File: src/rtl/uart_pkg.sv
// rtl/uart_pkg.sv - shared UART types, constants and helpers
//
// Contents:
//   UART_DATA_BITS  - data bits per frame
//   uart_tx_state_t - transmitter FSM states
//   clks_per_bit()  - system clocks per bit period (integer divide)
package uart_pkg;

    localparam int UART_DATA_BITS = 8;

    typedef enum logic [2:0] {
        IDLE,
        START,
        DATA,
        PARITY,
        STOP
    } uart_tx_state_t;

    function automatic int clks_per_bit(input int clk_hz, input int baud);
        return clk_hz / baud;
    endfunction

endpackage

File: src/rtl/uart_baud_tick.sv
// rtl/uart_baud_tick.sv - bit-period counter with one-cycle boundary tick
//
// Ports:
//   clk   in  system clock
//   rstn  in  asynchronous active-high reset
//   clr   in  force the counter back to 0 (start of a new frame)
//   en    in  count while high
//   tick  out high during the last clock of each bit period
module uart_baud_tick #(
    parameter int CLKS_PER_BIT = 434
) (
    input  logic clk,
    input  logic rstn,
    input  logic clr,
    input  logic en,
    output logic tick
);

    localparam int CW = (CLKS_PER_BIT > 2) ? $clog2(CLKS_PER_BIT) : 1;
    localparam logic [CW-1:0] LAST = CW'(CLKS_PER_BIT - 1);

    logic [CW-1:0] cnt_q;
    logic [CW-1:0] cnt_d;

    assign tick = en && (cnt_q == LAST);

    always_comb begin
        cnt_d = cnt_q;
        if (clr) begin
            cnt_d = '0;
        end else if (en) begin
            cnt_d = tick ? '0 : cnt_q + 1'b1;
        end
    end

    always_ff @(posedge clk or posedge rstn) begin
        if (rstn) begin
            cnt_q <= '0;
        end else begin
            cnt_q <= cnt_d;
        end
    end

endmodule

File: src/rtl/uart_tx.sv
// rtl/uart_tx.sv - UART transmitter: start, 8 data bits LSB first, optional parity, 1-2 stop bits
//
// Ports:
//   clk       in  system clock, rising edge
//   rstn      in  asynchronous active-high reset
//   tx_data   in  byte to send, latched on acceptance
//   tx_valid  in  tx_data is valid
//   tx_ready  out byte can be accepted this cycle (IDLE only)
//   tx        out registered serial line, idles high
//   busy      out frame in progress (always !tx_ready)
module uart_tx
    import uart_pkg::*;
#(
    parameter int CLK_FREQ_HZ = 50_000_000,
    parameter int BAUD        = 115_200,
    parameter bit PARITY_EN   = 1'b0,
    parameter bit PARITY_ODD  = 1'b0,
    parameter int STOP_BITS   = 1
) (
    input  logic       clk,
    input  logic       rstn,
    input  logic [7:0] tx_data,
    input  logic       tx_valid,
    output logic       tx_ready,
    output logic       tx,
    output logic       busy
);

    localparam int CLKS_PER_BIT = clks_per_bit(CLK_FREQ_HZ, BAUD);
    localparam logic [2:0] LAST_DATA_BIT = 3'(UART_DATA_BITS - 1);
    localparam logic LAST_STOP_BIT = 1'(STOP_BITS - 1);

    if (CLKS_PER_BIT < 2) begin : g_bad_baud
        $error("uart_tx: CLKS_PER_BIT must be at least 2");
    end
    if (STOP_BITS != 1 && STOP_BITS != 2) begin : g_bad_stop
        $error("uart_tx: STOP_BITS must be 1 or 2");
    end

    uart_tx_state_t state_q, state_d;
    logic [2:0]     bit_cnt_q, bit_cnt_d;
    logic           stop_cnt_q, stop_cnt_d;
    logic [7:0]     shift_q, shift_d;
    logic           parity_q, parity_d;
    logic           tx_q, tx_d;
    logic           tx_ready_q, tx_ready_d;
    logic           busy_q, busy_d;

    logic accept;
    logic tick;

    assign accept   = tx_valid && tx_ready_q;
    assign tx_ready = tx_ready_q;
    assign tx       = tx_q;
    assign busy     = busy_q;

    // Counter is held at zero in IDLE and restarted on acceptance so the
    // start bit gets a full period regardless of what came before.
    uart_baud_tick #(
        .CLKS_PER_BIT(CLKS_PER_BIT)
    ) u_baud (
        .clk  (clk),
        .rstn (rstn),
        .clr  (accept),
        .en   (state_q != IDLE),
        .tick (tick)
    );

    // Next-state logic computes the value tx must show in the following
    // cycle, so the line comes straight from a flop.
    always_comb begin
        state_d    = state_q;
        bit_cnt_d  = bit_cnt_q;
        stop_cnt_d = stop_cnt_q;
        shift_d    = shift_q;
        parity_d   = parity_q;
        tx_d       = tx_q;
        tx_ready_d = tx_ready_q;
        busy_d     = busy_q;

        case (state_q)
            IDLE: begin
                tx_d = 1'b1;
                if (accept) begin
                    state_d    = START;
                    shift_d    = tx_data;
                    // Parity taken from the byte as latched; the shift
                    // register is consumed as bits go out.
                    parity_d   = (^tx_data) ^ PARITY_ODD;
                    bit_cnt_d  = '0;
                    stop_cnt_d = 1'b0;
                    tx_d       = 1'b0;
                    tx_ready_d = 1'b0;
                    busy_d     = 1'b1;
                end
            end
            START: begin
                if (tick) begin
                    state_d = DATA;
                    tx_d    = shift_q[0];
                end
            end
            DATA: begin
                if (tick) begin
                    shift_d = shift_q >> 1;
                    if (bit_cnt_q == LAST_DATA_BIT) begin
                        if (PARITY_EN) begin
                            state_d = PARITY;
                            tx_d    = parity_q;
                        end else begin
                            state_d = STOP;
                            tx_d    = 1'b1;
                        end
                    end else begin
                        bit_cnt_d = bit_cnt_q + 3'd1;
                        tx_d      = shift_q[1];
                    end
                end
            end
            PARITY: begin
                if (tick) begin
                    state_d = STOP;
                    tx_d    = 1'b1;
                end
            end
            STOP: begin
                tx_d = 1'b1;
                if (tick) begin
                    if (stop_cnt_q == LAST_STOP_BIT) begin
                        state_d    = IDLE;
                        tx_ready_d = 1'b1;
                        busy_d     = 1'b0;
                    end else begin
                        stop_cnt_d = stop_cnt_q + 1'b1;
                    end
                end
            end
            default: begin
                state_d    = IDLE;
                tx_d       = 1'b1;
                tx_ready_d = 1'b1;
                busy_d     = 1'b0;
            end
        endcase
    end

    always_ff @(posedge clk or posedge rstn) begin
        if (rstn) begin
            state_q    <= IDLE;
            bit_cnt_q  <= '0;
            stop_cnt_q <= 1'b0;
            shift_q    <= '0;
            parity_q   <= 1'b0;
            tx_q       <= 1'b1;
            tx_ready_q <= 1'b1;
            busy_q     <= 1'b0;
        end else begin
            state_q    <= state_d;
            bit_cnt_q  <= bit_cnt_d;
            stop_cnt_q <= stop_cnt_d;
            shift_q    <= shift_d;
            parity_q   <= parity_d;
            tx_q       <= tx_d;
            tx_ready_q <= tx_ready_d;
            busy_q     <= busy_d;
        end
    end

endmodule

File: config.mk
export PLATFORM = sky130hd
export DESIGN_NAME = uart_tx
export DESIGN_NICKNAME = d
export VERILOG_FILES = /design/src/rtl/uart_pkg.sv /design/src/rtl/uart_baud_tick.sv /design/src/rtl/uart_tx.sv
export SDC_FILE = /design/constraint.sdc
export NUM_CORES = 1
export LEC_CHECK = 0
export CAP_MARGIN = 0
export CORE_ASPECT_RATIO = 1.2
export CORE_MARGIN = 1
export CORE_UTILIZATION = 48
export DETAILED_ROUTE_END_ITERATION = 8
export DONT_BUFFER_PORTS = 1
export PLACE_DENSITY = 0.63
export SLEW_MARGIN = 15
export SYNTH_ARGS = -nofsm -noshare
export SYNTH_HDL_FRONTEND = slang
export SYNTH_HIERARCHICAL = 1
export SYNTH_SLANG_ARGS = --single-unit
File: constraint.sdc
create_clock -name clk -period 3.9 [get_ports clk]
set_input_delay 0.39 -clock clk [delete_from_list [all_inputs] [get_ports clk]]
set_output_delay 0.39 -clock clk [all_outputs]
set_load 0.005 [all_outputs]
* Yosys cells after proc, flatten, opt, wreduce, memory -nomap -nowiden
Index checks and enable logic that the tools add are counted.
** Cells by class
- Bitwise operators :: 1
- Shifts and indexed selects :: 0
- Reduce and logical (&&, ||, !) cells :: 14
- $mul :: 0
- Equal/unequal tests :: 14
- Order comparisons :: 0
- Muxes and demuxes :: 35
- $add $sub $neg :: 3
- Divide/modulo/power cells :: 0
** Operators by type and width (count)
- 3-bit 2-to-1 mux :: 10
- 9-bit 2-to-1 mux :: 3
- 8-bit 2-to-1 mux :: 2
- 8-bit one-hot mux with 2 select lines :: 1
- 3-bit one-hot mux with 5 select lines :: 1
- 1-bit 2-to-1 mux :: 13
- 9-bit by 1-bit adder with 9-bit output (second input constant) :: 1
- 9-bit equality test (second input constant) :: 1
- 3-bit AND reduction :: 3
- 2-bit by 1-bit inequality test with 1-bit output (second input constant) :: 4
- 2-bit inequality test (second input constant) :: 4
- 4-bit AND reduction :: 2
- 7-bit AND reduction :: 1
- 3-bit by 2-bit equality test with 1-bit output (second input constant) :: 2
- 3-bit equality test (second input constant) :: 2
- 1-bit one-hot mux with 3 select lines :: 2
- 3-bit one-hot mux with 2 select lines :: 1
- 2-bit nonzero test :: 3
- 1-bit one-hot mux with 4 select lines :: 1
- 3-bit by 1-bit adder with 3-bit output (second input constant) :: 1
- 3-bit by 1-bit equality test with 1-bit output (second input constant) :: 1
- 3-bit logical NOT :: 1
- 3-bit nonzero test :: 1
- 3-bit OR reduction :: 1
- 4 further kinds :: 5
** Word-level totals
- Memories kept :: 0
- Bits in writable memories :: 0
- Logic and storage cells :: 75
- Bits in latches :: 0
- Register bits :: 27
- Bits of input ports :: 11
- Bits in read-only memories :: 0
- Output and inout port bits :: 3

* Logic depth before layout (Yosys ltp)
- Word-level depth :: 5
- Depth in mapped cells :: 11
- Depth with buffers taken out :: 7

* Hierarchy
The synthesis kept the hierarchy.
** By module, submodules not included
- uart_tx :: sequential area each 427.9 µm², instances 1, area an instance 913.4 µm², cells each 75
- uart_baud_tick :: sequential area each 225.2 µm², instances 1, area an instance 551.8 µm², cells each 57

* Worst setup path after synthesis
Ideal clock, no wire load.
- Kind :: reg2reg
- Start :: reg state_q[2]
- End :: reg shift_q[0]
- Path buffers :: 3
- Stages on the path, launching flop included :: 11
- Setup time :: 125 ps
- Data required time :: 3775 ps
- Period minus slack after synthesis :: 2600 ps
- Arrival time :: 2475 ps
- Path slack :: 1300 ps
- Cell sequence :: dfrtp_1 buf_1 nor3_1 inv_1 buf_4 nand4b_1 nor3_2 clkbuf_4 nand2_1 a211oi_4 mux2_2
** On the way
- Longest elaborated chain between the ends :: 4
- Elaborated cells on any way between the ends :: 9
- Classes of those cells :: eq/ne (3); mux (1); reduce/logical (5)
** Ends and longest elaborated chain
- start: declaration :: RTL line uart_tx.sv:40 : uart_tx_state_t state_q, state_d;
- start signal: assignment :: RTL line uart_tx.sv:158 : state_q <= state_d;
- 3-bit nonzero test :: RTL line uart_tx.sv:65 : .en (state_q != IDLE),
- 1-bit logical AND :: RTL line uart_baud_tick.sv:25 : assign tick = en && (cnt_q == LAST);
- via tick :: RTL line uart_tx.sv:50 : logic tick;
- 2-bit by 1-bit inequality test with 1-bit output (no line)
- 3-bit AND reduction (no line)
- end signal: assignment :: RTL line uart_tx.sv:161 : shift_q <= shift_d;
- end: declaration :: RTL line uart_tx.sv:43 : logic [7:0] shift_q, shift_d;
The timed path passes the listed nets, and every way through them passes these cells.
A chain may end at the register's enable or synchronous reset.

* Final worst setup path
- Start :: reg state_q[0]
- End :: reg shift_q[7]
Same word-level chain as after synthesis.

==> results.sh <==
export IMPL_status="finished clean"
export IMPL_drtAntennaViolNets=0
export IMPL_tns_ps=0
export IMPL_avgSynthCellArea_um2=11.1
export IMPL_synth_top_area_share_pct=41.0
export IMPL_fmax_ghz=0.332
export IMPL_synth_area_top_cells="dfrtp_1, mux2_2, dfstp_2, ha_1, nor2_1"
export IMPL_dp_hpwl_um=1970
export IMPL_port_buffers=0
export IMPL_combPwrFrac_pct=6.4
export IMPL_clock_skew_ps=5.26
export IMPL_clock_sinks=26
export IMPL_pwr_density_cell_nw_per_um2=328
export IMPL_grt_use_total_pct=18.6
export IMPL_antenna_cells=0
export IMPL_arrival_ps=3240
export IMPL_wl_per_cell_um=16.3
export IMPL_crit_fanout=15
export IMPL_viasPerCell=5.94
export IMPL_clk_pin_slew_ps=150
export IMPL_syn_area_um2=1470
export IMPL_internal_power_mw=0.395
export IMPL_ys_warn_count=6
export IMPL_core_rowCount=21
export IMPL_clockBufferDepth=2
export IMPL_switching_share_pct=21.4
export IMPL_synth_seq_cells=26
export IMPL_hold_violations=0
export IMPL_peakVddDrop_mv=0.298
export IMPL_dieWidth_um=52.4
export IMPL_initial_core_util_pct=51.6
export IMPL_clock_power_share_pct=37.0
export IMPL_drt_pass1_iterations=4
export IMPL_layout_nets=147
export IMPL_area_growth_pct=4.44
export IMPL_cts_made_buffers=3
export IMPL_syn_inst=132
export IMPL_min_period_ps=3010
export IMPL_seq_area_frac_synth_pct=44.6
export IMPL_final_cell_mix="dfrtp_1, mux2_2, nor2_1"
export IMPL_routabilityCongestion=0.776
export IMPL_endpoint_kind="flip-flop"
export IMPL_cap_viol_max_count=0
export IMPL_drt_iter0_markers=20
export IMPL_p_leak_nw=0.618
export IMPL_grt_pass1_vias=979
export IMPL_crit_type="flip-flop to flip-flop"
export IMPL_syn_nets=147
export IMPL_postLayoutCoreUtil_pct=53.9
export IMPL_slew_violations=0
export IMPL_core_region_area_um2=2840
export IMPL_drive_gt1_share_pct=23.7
export IMPL_seqPwrFrac_pct=56.6
export IMPL_grt_overflow=0
export IMPL_die_y_um=62.5
export IMPL_synth_top_area_cell="dfrtp_1"
export IMPL_grt_pass1_wl_um=4580
export IMPL_clock_latency_ps=320
export IMPL_worst_endpoint_required_ps=4130
export IMPL_io_pins=14
export IMPL_grt_max_degree=18
export IMPL_fillers=252
export IMPL_startpoint_type="flip-flop"
export IMPL_worstMarginPinSlew_ps=639
export IMPL_fin_crit_sh_pct=77.2
export IMPL_wl_um=2700
export IMPL_min_path_type="input port to asynchronous set/reset pin"
export IMPL_rsz0062_at_grt="false"
export IMPL_antenna_found_initial=0
export IMPL_drc=0
export IMPL_setup_viol=0
export IMPL_layout_commonest_cell="dfrtp_1"
export IMPL_slew_headroom_pct=57.4
export IMPL_multiInputGateArea_um2=746
export IMPL_root_buffer="clkbuf_4"
export IMPL_cts_tree="done"
export IMPL_dr_total_vias=980
export IMPL_die_area_um2=3280
export IMPL_seqCellArea_um2=653
export IMPL_htreeDepth=1
export IMPL_yosysUniqueCellTypes=46
export IMPL_p_switching_mw=0.107
## critical path: stages, from the launching register on
cell and delay [ps]:
dfrtp_1 700, nor3_1 120, inv_1 260, nand4b_1 290, nor3_2 510, nand2_1 190, a211oi_4 460, mux2_2 390
## synthesized netlist by cell type (all sizes together)
| cell type | n |
|---|---|
| o31ai | 3 |
| nand2 | 5 |
| a22oi | 1 |
| a21oi | 4 |
| or2 | 1 |
| nor2 | 9 |
| xor2 | 3 |
| nand3b | 2 |
| nand4 | 3 |
| buf | 5 |
| nand4bb | 2 |
| mux2 | 17 |
| o31a | 1 |
| nor3b | 1 |
| nand3 | 4 |
| or3 | 3 |
| nor2b | 1 |
| o32a | 1 |
| o2111ai | 1 |
| dfstp | 2 |
| nand2b | 2 |
| o21bai | 1 |
| ha | 4 |
| xnor2 | 1 |
| o21ai | 4 |
| dfrtp | 24 |
| clkbuf | 1 |
| a211oi | 2 |
| o32ai | 1 |
| o211ai | 2 |
| a211o | 1 |
| nor3 | 6 |
| inv | 7 |
| a31oi | 1 |
| and2 | 3 |
| a22o | 2 |
| nand4b | 1 |
## registers in the layout (all words and copies together) (netlist names)
register      count
u_baud/cnt_q      9
shift_q           8
bit_cnt_q         3
state_q           3
busy              1
tx                1
tx_ready          1
## cells by family after synthesis
| kind of cell | share of synthesized area (%) |
|---|---|
| mux | 13.1 |
| simple gates | 17.8 |
| xor+xnor | 2.39 |
| flops | 44.6 |
| fa+ha+maj | 3.42 |
| compound gates | 14.3 |
| buf+inv | 4.53 |
## final timing paths
check | startpoint | endpoint | slack, ps | depth (start not counted)
setup / recovery | state_q[0] | shift_q[7] | 890 | 7
hold / removal | rstn | shift_q[7] | 10 | 1
setup reg to reg | state_q[0] | shift_q[7] | 890 | 7
hold reg to reg | shift_q[3] | shift_q[3] | 520 | 1
max in group asynchronous | rstn | u_baud/cnt_q[8] | 3170 | 2
min in group clk | tx_valid | tx_ready | 110 | 1
## metrics by stage
step / std cells / setup slack (ps) / power, mW / area, um2 / hold slack [ps]
floorplan: 132 / 1300 / 0.313 / 1470 / 218
global placement: 160 / 1020 / 0.320 / 1470 / 269
detailed placement: 160 / 892 / 0.322 / 1470 / 277
CTS: 165 / 890 / 0.508 / 1530 / 28.0
global route: 165 / 618 / 0.524 / 1530 / 47.8
finish: 165 / 888 / 0.503 / 1530 / 14.2
## what timing repair did
action	in CTS	in global routing
hold endpoints to repair	9	0
hold buffers	1	0
buffers inserted	0	0
resized for setup	0	0
## per-layer routing
metal	global-route usage (%)	part of all wire [%]	routed length, um
met4	5.92	1.0	28
met1	23.3	44	1200
met3	3.16	1.9	50
met5	0	0	0
met2	31.5	53	1420
## power groups by stage
stage	Combinational [mW]	Sequential [mW]	Clock, mW
after floorplan	0.0259	0.288	0
after global placement	0.0305	0.289	0
after detailed placement	0.0321	0.290	0
after CTS	0.0329	0.284	0.190
after global routing	0.0370	0.286	0.202
final	0.0321	0.285	0.186
## layout make-up
| class | instances | share of cell area [%] |
|---|---|---|
| inverter | 7 | 1.72 |
| multi-input combinational | 93 | 48.7 |
| sequential | 26 | 42.7 |
| clock inverter | 1 | 1.96 |
| timing repair buffer | 1 | 0.654 |
| clock buffer | 3 | 1.47 |
| tap | 34 | 2.78 |
Note: power is estimated with default switching activity, not from simulation.
